File: config.mk
export PLATFORM = sky130hd
export DESIGN_NAME = seg_scan_driver_flat
export DESIGN_NICKNAME = d
export VERILOG_FILES = /design/src/rtl/seg_scan_if.sv /design/src/rtl/seg_scan_driver.sv /design/src/flat_wrapper.sv
export SDC_FILE = /design/constraint.sdc
export NUM_CORES = 1
export LEC_CHECK = 0
export CORE_AREA = 10 10 97 99
export CTS_BUF_LIST = sky130_fd_sc_hd__clkbuf_8
export DETAILED_ROUTE_END_ITERATION = 7
export DIE_AREA = 0 0 107 109
export PLACE_DENSITY = 0.75
export REMOVE_ABC_BUFFERS = 1
export SYNTH_ARGS = -nofsm -noshare
export SYNTH_HDL_FRONTEND = slang
export SYNTH_SLANG_ARGS = --single-unit
File: constraint.sdc
create_clock -name clk -period 2.4 [get_ports clk]
set_input_delay 0.24 -clock clk [delete_from_list [all_inputs] [get_ports clk]]
set_output_delay 0.24 -clock clk [all_outputs]
set_load 0.005 [all_outputs]
File: src/rtl/seg_scan_if.sv
// ---------------------------------------------------------------------------
// seg_scan_if
//   Bundle between the host logic and seg_scan_driver.
//   Host side (master) drives: enable, value[15:0], dp_in[3:0], load.
//   Driver side (slave) drives: ack, select[3:0], seg_a..seg_d[7:0],
//   frame_done.
//   seg_a..seg_d are active-low patterns {dp,g,f,e,d,c,b,a}. They feed the
//   A..D inputs of seg_multiplexer. select goes to its select input, and
//   enable is passed straight through.
// ---------------------------------------------------------------------------
interface seg_scan_if;
  logic        enable;
  logic [15:0] value;
  logic [3:0]  dp_in;
  logic        load;
  logic        ack;
  logic [3:0]  select;
  logic [7:0]  seg_a;
  logic [7:0]  seg_b;
  logic [7:0]  seg_c;
  logic [7:0]  seg_d;
  logic        frame_done;

  modport master (
    output enable, value, dp_in, load,
    input  ack, select, seg_a, seg_b, seg_c, seg_d, frame_done
  );

  modport slave (
    input  enable, value, dp_in, load,
    output ack, select, seg_a, seg_b, seg_c, seg_d, frame_done
  );
endinterface

File: src/rtl/seg_scan_driver.sv
// ---------------------------------------------------------------------------
// seg_scan_driver
//   Four-digit seven-segment scan driver. It encodes a 16-bit hex value and
//   four decimal-point flags into active-low segment patterns. It also
//   rotates a one-hot digit select every PRESCALE cycles. New values are
//   held in a shadow register and only go live at a frame boundary, or
//   immediately while the scan is idle, so the display never tears.
//
//   Parameters
//     PRESCALE : clock cycles per digit slot (>= 2)
//   Ports
//     clk  : system clock, rising edge
//     rst  : synchronous, active-high reset
//     bus  : seg_scan_if.slave
//            enable, value, dp_in, load      (in)
//            ack, select, seg_a..seg_d,
//            frame_done                      (out, all registered)
//   Build option
//     SEG_LZ_BLANK_EN : when defined, leading-zero digits A..C are blanked.
//                       Digit D is never blanked. A blanked digit still
//                       shows its DP when the flag is set.
// ---------------------------------------------------------------------------
module seg_scan_driver #(
  parameter int PRESCALE = 1000
) (
  input  logic     clk,
  input  logic     rst,
  seg_scan_if.slave bus
);

  localparam int CNT_W = (PRESCALE > 2) ? $clog2(PRESCALE) : 1;
  localparam logic [CNT_W-1:0] CNT_LAST = CNT_W'(PRESCALE - 1);

  typedef enum logic [2:0] {
    ST_IDLE   = 3'd0,
    ST_SCAN_A = 3'd1,
    ST_SCAN_B = 3'd2,
    ST_SCAN_C = 3'd3,
    ST_SCAN_D = 3'd4
  } state_t;

  // -------------------------------------------------------------------------
  // Encoding helpers
  // -------------------------------------------------------------------------
  function automatic logic [7:0] hex_pattern(input logic [3:0] nib);
    logic [7:0] pat;
    case (nib)
      4'h0: pat = 8'hC0;
      4'h1: pat = 8'hF9;
      4'h2: pat = 8'hA4;
      4'h3: pat = 8'hB0;
      4'h4: pat = 8'h99;
      4'h5: pat = 8'h92;
      4'h6: pat = 8'h82;
      4'h7: pat = 8'hF8;
      4'h8: pat = 8'h80;
      4'h9: pat = 8'h90;
      4'hA: pat = 8'h88;
      4'hB: pat = 8'h83;
      4'hC: pat = 8'hC6;
      4'hD: pat = 8'hA1;
      4'hE: pat = 8'h86;
      4'hF: pat = 8'h8E;
      default: pat = 8'hFF;
    endcase
    return pat;
  endfunction

  function automatic logic [7:0] apply_dp(input logic [7:0] pat, input logic dp);
    return dp ? {1'b0, pat[6:0]} : pat;
  endfunction

  // Returns {A, B, C, D} patterns packed into 32 bits, with A in [31:24].
  function automatic logic [31:0] encode_word(input logic [15:0] v,
                                              input logic [3:0]  dp);
    logic [3:0]  blank;
    logic [7:0]  pat;
    logic [31:0] res;
    blank = 4'b0000;
    res   = '0;
`ifdef SEG_LZ_BLANK_EN
    // A blank digit requires every more-significant nibble to be zero too.
    blank[3] = (v[15:12] == 4'h0);
    blank[2] = blank[3] && (v[11:8] == 4'h0);
    blank[1] = blank[2] && (v[7:4]  == 4'h0);
`endif
    for (int i = 0; i < 4; i++) begin
      pat = blank[i] ? 8'hFF : hex_pattern(v[i*4 +: 4]);
      res[i*8 +: 8] = apply_dp(pat, dp[i]);
    end
    return res;
  endfunction

  // -------------------------------------------------------------------------
  // Declarations
  // -------------------------------------------------------------------------
  state_t           r_state;
  state_t           w_state_nxt;
  logic [CNT_W-1:0] r_cnt;
  logic [CNT_W-1:0] w_cnt_nxt;
  logic [3:0]       r_select;
  logic [3:0]       w_select_nxt;

  logic [15:0]      r_pend_val;
  logic [3:0]       r_pend_dp;
  logic             r_pend_vld;

  logic [7:0]       r_seg_a, r_seg_b, r_seg_c, r_seg_d;
  logic             r_xfer_p0;
  logic             r_ack;
  logic             r_frame_done;

  logic             w_tick;
  logic             w_frame;
  logic             w_xfer_win;
  logic             w_xfer;
  logic [15:0]      w_src_val;
  logic [3:0]       w_src_dp;
  logic [31:0]      w_enc;
  logic [31:0]      w_rst_pat;

  // -------------------------------------------------------------------------
  // Scan FSM: state register
  // -------------------------------------------------------------------------
  always_ff @(posedge clk) begin
    if (rst) begin
      r_state  <= ST_SCAN_A;
      r_cnt    <= '0;
      r_select <= 4'h1;
    end else begin
      r_state  <= w_state_nxt;
      r_cnt    <= w_cnt_nxt;
      r_select <= w_select_nxt;
    end
  end

  // -------------------------------------------------------------------------
  // Scan FSM: next state, prescaler and select decode
  // -------------------------------------------------------------------------
  assign w_tick = (r_cnt == CNT_LAST);

  always_comb begin
    w_state_nxt = r_state;
    w_cnt_nxt   = r_cnt;
    if (!bus.enable) begin
      w_state_nxt = ST_IDLE;
      w_cnt_nxt   = '0;
    end else if (r_state == ST_IDLE) begin
      // Restarting from zero gives the first slot its full length.
      w_state_nxt = ST_SCAN_A;
      w_cnt_nxt   = '0;
    end else if (w_tick) begin
      w_cnt_nxt = '0;
      case (r_state)
        ST_SCAN_A: w_state_nxt = ST_SCAN_B;
        ST_SCAN_B: w_state_nxt = ST_SCAN_C;
        ST_SCAN_C: w_state_nxt = ST_SCAN_D;
        ST_SCAN_D: w_state_nxt = ST_SCAN_A;
        default:   w_state_nxt = ST_IDLE;
      endcase
    end else begin
      w_cnt_nxt = r_cnt + 1'b1;
    end
  end

  // select is registered alongside the state, so it is decoded from the
  // next state.
  always_comb begin
    w_select_nxt = 4'h0;
    case (w_state_nxt)
      ST_SCAN_A: w_select_nxt = 4'h1;
      ST_SCAN_B: w_select_nxt = 4'h2;
      ST_SCAN_C: w_select_nxt = 4'h4;
      ST_SCAN_D: w_select_nxt = 4'h8;
      default:   w_select_nxt = 4'h0;
    endcase
  end

  // -------------------------------------------------------------------------
  // Transfer decision
  // -------------------------------------------------------------------------
  // A deasserting enable edge never counts as a frame boundary.
  assign w_frame    = bus.enable && (r_state == ST_SCAN_D) && w_tick;
  assign w_xfer_win = (r_state == ST_IDLE) || w_frame;
  assign w_xfer     = w_xfer_win && (bus.load || r_pend_vld);

  // A load on the transfer edge bypasses the shadow register.
  assign w_src_val  = bus.load ? bus.value : r_pend_val;
  assign w_src_dp   = bus.load ? bus.dp_in : r_pend_dp;
  assign w_enc      = encode_word(w_src_val, w_src_dp);
  assign w_rst_pat  = encode_word(16'h0000, 4'h0);

  // -------------------------------------------------------------------------
  // Stage p0: shadow register, segment patterns, transfer/frame flags
  // -------------------------------------------------------------------------
  always_ff @(posedge clk) begin
    if (rst) begin
      r_pend_val   <= '0;
      r_pend_dp    <= '0;
      r_pend_vld   <= 1'b0;
      r_seg_a      <= w_rst_pat[31:24];
      r_seg_b      <= w_rst_pat[23:16];
      r_seg_c      <= w_rst_pat[15:8];
      r_seg_d      <= w_rst_pat[7:0];
      r_xfer_p0    <= 1'b0;
      r_frame_done <= 1'b0;
    end else begin
      if (w_xfer) begin
        r_seg_a    <= w_enc[31:24];
        r_seg_b    <= w_enc[23:16];
        r_seg_c    <= w_enc[15:8];
        r_seg_d    <= w_enc[7:0];
        r_pend_vld <= 1'b0;
      end else if (bus.load) begin
        // The last load wins; overwriting a still-pending value gives no ack.
        r_pend_val <= bus.value;
        r_pend_dp  <= bus.dp_in;
        r_pend_vld <= 1'b1;
      end
      r_xfer_p0    <= w_xfer;
      r_frame_done <= w_frame;
    end
  end

  // -------------------------------------------------------------------------
  // Stage p1: ack follows the first cycle of the new patterns
  // -------------------------------------------------------------------------
  always_ff @(posedge clk) begin
    if (rst) begin
      r_ack <= 1'b0;
    end else begin
      // Back-to-back idle transfers must not stretch ack over two cycles.
      r_ack <= r_xfer_p0 && !r_ack;
    end
  end

  assign bus.select     = r_select;
  assign bus.seg_a      = r_seg_a;
  assign bus.seg_b      = r_seg_b;
  assign bus.seg_c      = r_seg_c;
  assign bus.seg_d      = r_seg_d;
  assign bus.ack        = r_ack;
  assign bus.frame_done = r_frame_done;

endmodule

File: src/flat_wrapper.sv
// flat-port wrapper written by rule: the top's interface ports become plain ports
module seg_scan_driver_flat 
#(
  parameter int PRESCALE = 1000
)
  (clk, rst, bus_enable, bus_value, bus_dp_in, bus_load, bus_ack, bus_select, bus_seg_a, bus_seg_b, bus_seg_c, bus_seg_d, bus_frame_done);
  seg_scan_if bus_i ();
  input  logic clk;
  input  logic rst;
  input wire logic [$bits(bus_i.enable)-1:0] bus_enable;
  input wire logic [$bits(bus_i.value)-1:0] bus_value;
  input wire logic [$bits(bus_i.dp_in)-1:0] bus_dp_in;
  input wire logic [$bits(bus_i.load)-1:0] bus_load;
  output wire logic [$bits(bus_i.ack)-1:0] bus_ack;
  output wire logic [$bits(bus_i.select)-1:0] bus_select;
  output wire logic [$bits(bus_i.seg_a)-1:0] bus_seg_a;
  output wire logic [$bits(bus_i.seg_b)-1:0] bus_seg_b;
  output wire logic [$bits(bus_i.seg_c)-1:0] bus_seg_c;
  output wire logic [$bits(bus_i.seg_d)-1:0] bus_seg_d;
  output wire logic [$bits(bus_i.frame_done)-1:0] bus_frame_done;
  assign bus_i.enable = bus_enable;
  assign bus_i.value = bus_value;
  assign bus_i.dp_in = bus_dp_in;
  assign bus_i.load = bus_load;
  assign bus_ack = bus_i.ack;
  assign bus_select = bus_i.select;
  assign bus_seg_a = bus_i.seg_a;
  assign bus_seg_b = bus_i.seg_b;
  assign bus_seg_c = bus_i.seg_c;
  assign bus_seg_d = bus_i.seg_d;
  assign bus_frame_done = bus_i.frame_done;
  seg_scan_driver #(.PRESCALE(PRESCALE)) u_core (.clk(clk), .rst(rst), .bus(bus_i));
endmodule
# ---- Word-level counts from Yosys, hierarchy flattened
# Memories as Yosys holds them, arrays and structs flattened.
# Index checks and enable logic that the tools add are counted.
dict set report totals {
  in_bits 24
  out_inout_bits 38
  mem_bits_ro 448
  ff_bits 73
  wordCells 49
  ramBits 0
  mem_count 4
  latch_bits 0
}
dict set report classes {
  reduce_logical 10
  n_eq_ne 9
  n_bitwise 1
  mux 11
  magnitude_cmp 0
  shift 0
  mul 0
  n_div 0
  add_sub_neg 1
}
# name words word_bits read_ports rd_ports_with_merged_regs wr line_no
set mem_list {}
lappend mem_list {{(no name shown)} 16 7 1 0 0 seg_scan_driver.sv:47} ;# case (nib)
lappend mem_list {{(no name shown)} 16 7 1 0 0 seg_scan_driver.sv:47}
lappend mem_list {{(no name shown)} 16 7 1 0 0 seg_scan_driver.sv:47}
lappend mem_list {{(no name shown)} 16 7 1 0 0 seg_scan_driver.sv:47}
# operator n
set op_table {}
lappend op_table {{two-way mux 8 bit} 4}
lappend op_table {{two-way mux 16 bit} 1}
lappend op_table {{one-hot mux 4 bit (4 select lines)} 1}
lappend op_table {{equality test 3 x 2 -> 1 bit (second input constant)} 4}
lappend op_table {{one-hot mux 3 bit (4 select lines)} 1}
lappend op_table {{adder 10 x 1 -> 10 bit (second input constant)} 1}
lappend op_table {{equality test 10 bit (second input constant)} 1}
lappend op_table {{two-way mux 3 bit} 3}
lappend op_table {{equality test 3 x 1 -> 1 bit (second input constant)} 2}
lappend op_table {{equality test 3 bit (second input constant)} 2}
lappend op_table {{logical AND 1 bit} 4}
lappend op_table {{two-way mux 4 bit} 1}
lappend op_table {{OR reduction 4 bit} 1}
lappend op_table {{zero test 3 bit} 1}
lappend op_table {{logical OR 1 bit} 2}
lappend op_table {{OR reduction 2 bit} 1}
lappend op_table {{zero test 1 bit} 1}
lappend op_table {{NOT 1 bit} 1}

# ---- Depth between registers and ports, before layout
dict set report logic_depth {
  depth_word 7
  mapped_depth 10
}

# ---- Worst setup path after synthesis
# Ideal clock, no wire load.
dict set report synth_timing {
  kind {in2reg}
  start {in bus_load}
  end {reg u_core.r_seg_b[3] (netlist: u_core.bus.seg_b[3])}
  setup_time_ns 0.117
  required_ns 2.283
  path_slack_ns -0.115
  path_buffers 3
  arrival_ns 2.398
  cell_stages 8
  cell_sequence {buf_2 > buf_2 > buf_2 > mux2i_1 > inv_1 > ha_1 > mux4_2 > a22o_1}
}
dict set report synth_via {
  elab_chain_len 3
  word_cells_on_any_way 5
  cone_classes {2 x mux; 2 x reduce/logical; 1 x memory}
}
# element line_no
set synth_lines {}
lappend synth_lines {{start: declaration} flat_wrapper.sv:13} ;# input wire logic [$bits(bus_i.load)-1:0] bus_load;
lappend synth_lines {{two-way mux 16 bit} n/a}
lappend synth_lines {{via u_core.w_src_val[8]} seg_scan_driver.sv:117} ;# logic [15:0] w_src_val;
lappend synth_lines {{memory (16 x 7 bit)} n/a}
lappend synth_lines {{two-way mux 8 bit} seg_scan_driver.sv:70} ;# return dp ? {1'b0, pat[6:0]} : pat;
lappend synth_lines {{end signal: assignment} seg_scan_driver.sv:202} ;# r_seg_b <= w_rst_pat[23:16];
lappend synth_lines {{end signal: assignment} seg_scan_driver.sv:210} ;# r_seg_b <= w_enc[23:16];
lappend synth_lines {{end: declaration} seg_scan_driver.sv:108} ;# logic [7:0] r_seg_a, r_seg_b, r_seg_c, r_seg_d;
# The timed path passes the listed nets, and every way through them passes these cells.
# A chain may end at the register's enable or synchronous reset.

# ---- Final worst setup path
dict set report layout_timing {
  start {reg u_core.r_cnt[0]}
  end {reg u_core.r_pend_dp[2]}
}
dict set report layout_via {
  elab_chain_len 4
}
# element line_no
set layout_lines {}
lappend layout_lines {{start: declaration} seg_scan_driver.sv:99} ;# logic [CNT_W-1:0] r_cnt;
lappend layout_lines {{start signal: assignment} seg_scan_driver.sv:132} ;# r_cnt <= w_cnt_nxt;
lappend layout_lines {{equality test 10 bit} seg_scan_driver.sv:140} ;# assign w_tick = (r_cnt == CNT_LAST);
lappend layout_lines {{logical AND 1 bit} seg_scan_driver.sv:183} ;# assign w_frame = bus.enable && (r_state == ST_SCAN_D) && w_tick;
lappend layout_lines {{logical OR 1 bit} seg_scan_driver.sv:184} ;# assign w_xfer_win = (r_state == ST_IDLE) || w_frame;
lappend layout_lines {{logical AND 1 bit} seg_scan_driver.sv:185} ;# assign w_xfer = w_xfer_win && (bus.load || r_pend_vld);
lappend layout_lines {{end signal: assignment} seg_scan_driver.sv:217} ;# r_pend_dp <= bus.dp_in;
lappend layout_lines {{end: declaration} seg_scan_driver.sv:105} ;# logic [3:0] r_pend_dp;
# No other way between the ends.

==> results.md <==
- Outcome: complete, no violations
- Num rows: 32
- Routed vias: between 3000 and 4000
- Final hold violation count: 0
- Final max-slew violation count: 0
- Pre-antenna DRT Iters: 4
- Vias in the first global route: 3018
- Sink Count: between 70 and 80
- Ant. Diodes: 0
- Post-Synth Simple-Gate Area: about an eighth
- Hold path endpoint: u_core.r_pend_vld
- Vias per cell: ~5.6
- Largest net degree at the start of global routing: a little over 40
- Cell variety after synth: 46
- Final setup fails: 0
- CP required: 2.63 ns
- Final Skew: about 0.0062 ns
- Setup WS pre-CTS: 0.173 ns
- Reg2Reg Depth: 6
- CP startpoint kind: register
- Minimum clock period after layout: approximately 2.1 ns
- # Max-Cap Violations: 0
- Reg-to-reg setup timing slack: roughly 0.26 ns
- Setup bufs post-CTS: 0
- GPL Wtd Cong: just over 0.9
- Die H: approximately 110 um
- Top-area cell type share of the netlist area: 40.1%
- Final nets: around 490
- Worst setup EP type: register
- Async set or reset register ratio after synthesis: 0%
- GR Overflow Total: 0
- #FFs+latches synth: 73
- CP cell instances: ha_1 -> nand4bb_1 -> or4_4 -> and3_1 -> buf_12 -> a32o_1
- VDD IR-drop max: around 0.36 mV
- Core area: between 0.007 and 0.008 mm2
- Power per standard cell area: 611 mW/mm2
- Master of the slowest instance on the critical path: or4_4
- Cells after Synth: around 360
- Mux cell area share after synthesis: about an eighth
- Wire per inst: 15.8 um
- Worst path bufs/invs: 1
- Hold depth: 4
- Slowest Stage Delay on Critical Path: 0.54 ns
- Largest fanout on the critical path: 40
- Post-synth top flop: dfxtp_1
- TNS Setup: 0 ns
- Io pins: 62
- Final Util: 62.0%
- Final Non-Filler Cells: between 500 and 600
- Syn Std Cell Area: between 0.003 and 0.004 mm2
- Yosys synthesis warning count: 0
- Synth-to-Final Area Change: 28.0%
- Post-Place Cell Area: between 0.004 and 0.005 mm2
- Worst-Skew Late Latency: between 0.3 and 0.4 ns
- WL final: ~8.6 mm
- Synthesized area per cell: roughly 10 um2
- Worst hold start: bus_load
- Die area: between 0.01 and 0.015 mm2
- Worst Slack Setup Final: roughly 0.26 ns
- Crit. Startpoint: u_core.r_cnt[0]
- First-iteration detailed-routing DRC count: 125
- Fmax: about 470 MHz
- XOR/XNOR Fraction of Synth Area: under 10%
- Most frequent cells after synthesis: dfxtp_1, mux2i_1, ha_1, nor2_1, inv_1
- Most common cell in the netlist: dfxtp_1
- Die X: ~110 um
- Worst setup path class: register to register
- Gr usage total: between 10 and 15%
- Tcrit/Tclk final: between 80 and 90%
- Lkg Pwr: about 1.9 nW
- Synth area leader: dfxtp_1
- Crit path DAT: roughly 2.4 ns
- Largest family of logic cells by synthesized area: compound AO/OA/AOI/OAI gates
- Top cells by area, synth: dfxtp_1, ha_1, mux2i_1
- Complex-gate fraction of the synthesized area: 19.9%
- Antenna violations before repair: 0
- Slew @ Worst Pin: 0.594 ns
- Clk slew on worst S/H paths: around 0.070 ns
- Crit path max-delay family: simple AND/OR/NAND/NOR gates
- Post-Synth Adder-Cell Area: under 10%
- Starting density of the core: approximately 48%
- First-pass GRT wire length: roughly 14 mm
- Post_cts resized: 0
- Post-route cell area: around 0.0047 mm2
- Dpl cells: approximately 530
- IO Port Bufs: 61
- Clock buffer depth: 2
- Detailed placement HPWL: roughly 6 mm
- H-tree levels: 3
- Layout cells sized above 1: roughly 12%
- CTS Hold Bufs: 0
- Cts bufs inserted: 9
- EDFF count, synth: 0
- Post-synthesis sequential area ratio: 40.1%
- RSZ-0062 raised after global routing: false
- Drc violations: 0
- Final ANT Viol Nets: 0
- Worst r2r src: u_core.r_cnt[0]
- Slew margin rel.: 59.2%
- HP Class: input pin to register
- Root Driver: clkbuf_8
- CTS tree: done
- Reg2reg end: u_core.r_pend_dp[2]
-- worst register-to-register path: stages (launching register included) --
cell	delay, ns
dfxtp_1	0.37
ha_1	0.22
nand4bb_1	0.21
or4_4	0.54
and3_1	0.21
buf_12	0.18
a32o_1	0.29
-- where the power goes --
part | internal, mW | switching, mW
Combinational | 0.284 | 0.274
Clock | 0.557 | 0.429
Sequential | 1.27 | 0.0352
-- flip-flops by register name, summed over array words and instances (netlist names) --
name,count
u_core.bus.seg_d,8
u_core.bus.ack,1
u_core.r_pend_vld,1
u_core.r_state,3
u_core.bus.seg_a,8
u_core.r_xfer_p0,1
u_core.bus.seg_c,8
u_core.r_pend_dp,4
u_core.bus.frame_done,1
u_core.r_cnt,10
u_core.bus.select,4
u_core.r_pend_val,16
u_core.bus.seg_b,8
-- cell usage in the layout (no fill, tap or decap), drive strengths merged, types with 7 or more instances in the layout --
master / count
dfxtp: 73
clkdlybuf4s50: 60
mux2i: 27
ha: 25
nor2: 24
buf: 24
inv: 21
o2bb2ai: 18
nand2: 18
a22o: 17
clkbuf: 12
nor3: 12
nand3: 9
a21oi: 9
a32o: 9
mux2: 8
xnor2: 7
-- cell families after synthesis --
logic type | count (synthesis)
buf+inv | 42
flops | 73
fa+ha+maj | 25
mux | 38
simple gates | 87
compound gates | 89
xor+xnor | 10
-- layer usage --
layer / share of wire [%] / routed length (um) / up-vias / track usage [%]
met5: 0 / 0 / - / 0
met4: 1.1 / 97 / 0 / 5.61
met3: 6.8 / 580 / 13 / 5.01
met2: 49 / 4200 / 92 / 24.8
met1: 43 / 3700 / 1463 / 16.7
li1: - / - / 1497 / -
-- worst max path at each step --
stage / end / slack (ns) / depth (start not counted)
after global routing: u_core.r_pend_dp[2] / 0.16 / 6
after CTS: u_core.r_pend_dp[2] / 0.28 / 6
after global placement: u_core.r_pend_dp[0] / 0.19 / 6
final: u_core.r_pend_dp[2] / 0.26 / 6
after floorplan: u_core.bus.seg_a[0] / 0.05 / 6
after detailed placement: u_core.r_pend_dp[1] / 0.17 / 6
-- layout make-up --
| type | instances | area (um2) |
|---|---|---|
| clock buffers | 12 | 165 |
| clock inverters | 4 | 42.5 |
| fillers | 657 | 2860 |
| inverters | 19 | 71.3 |
| multi-input cells | 249 | 1990 |
| flip-flops and latches | 73 | 1460 |
| well taps | 102 | 128 |
| repair buffers | 84 | 803 |
-- metrics by stage --
stage	hold slack, ns	total power [mW]
3_5_place_dp	0.425	1.89
3_3_place_gp	0.423	1.87
2_1_floorplan	0.316	1.64
5_1_grt	0.416	3.00
4_1_cts	0.373	2.87
6_report	0.390	2.85
No activity file was read; power rests on OpenSTA's default activity.
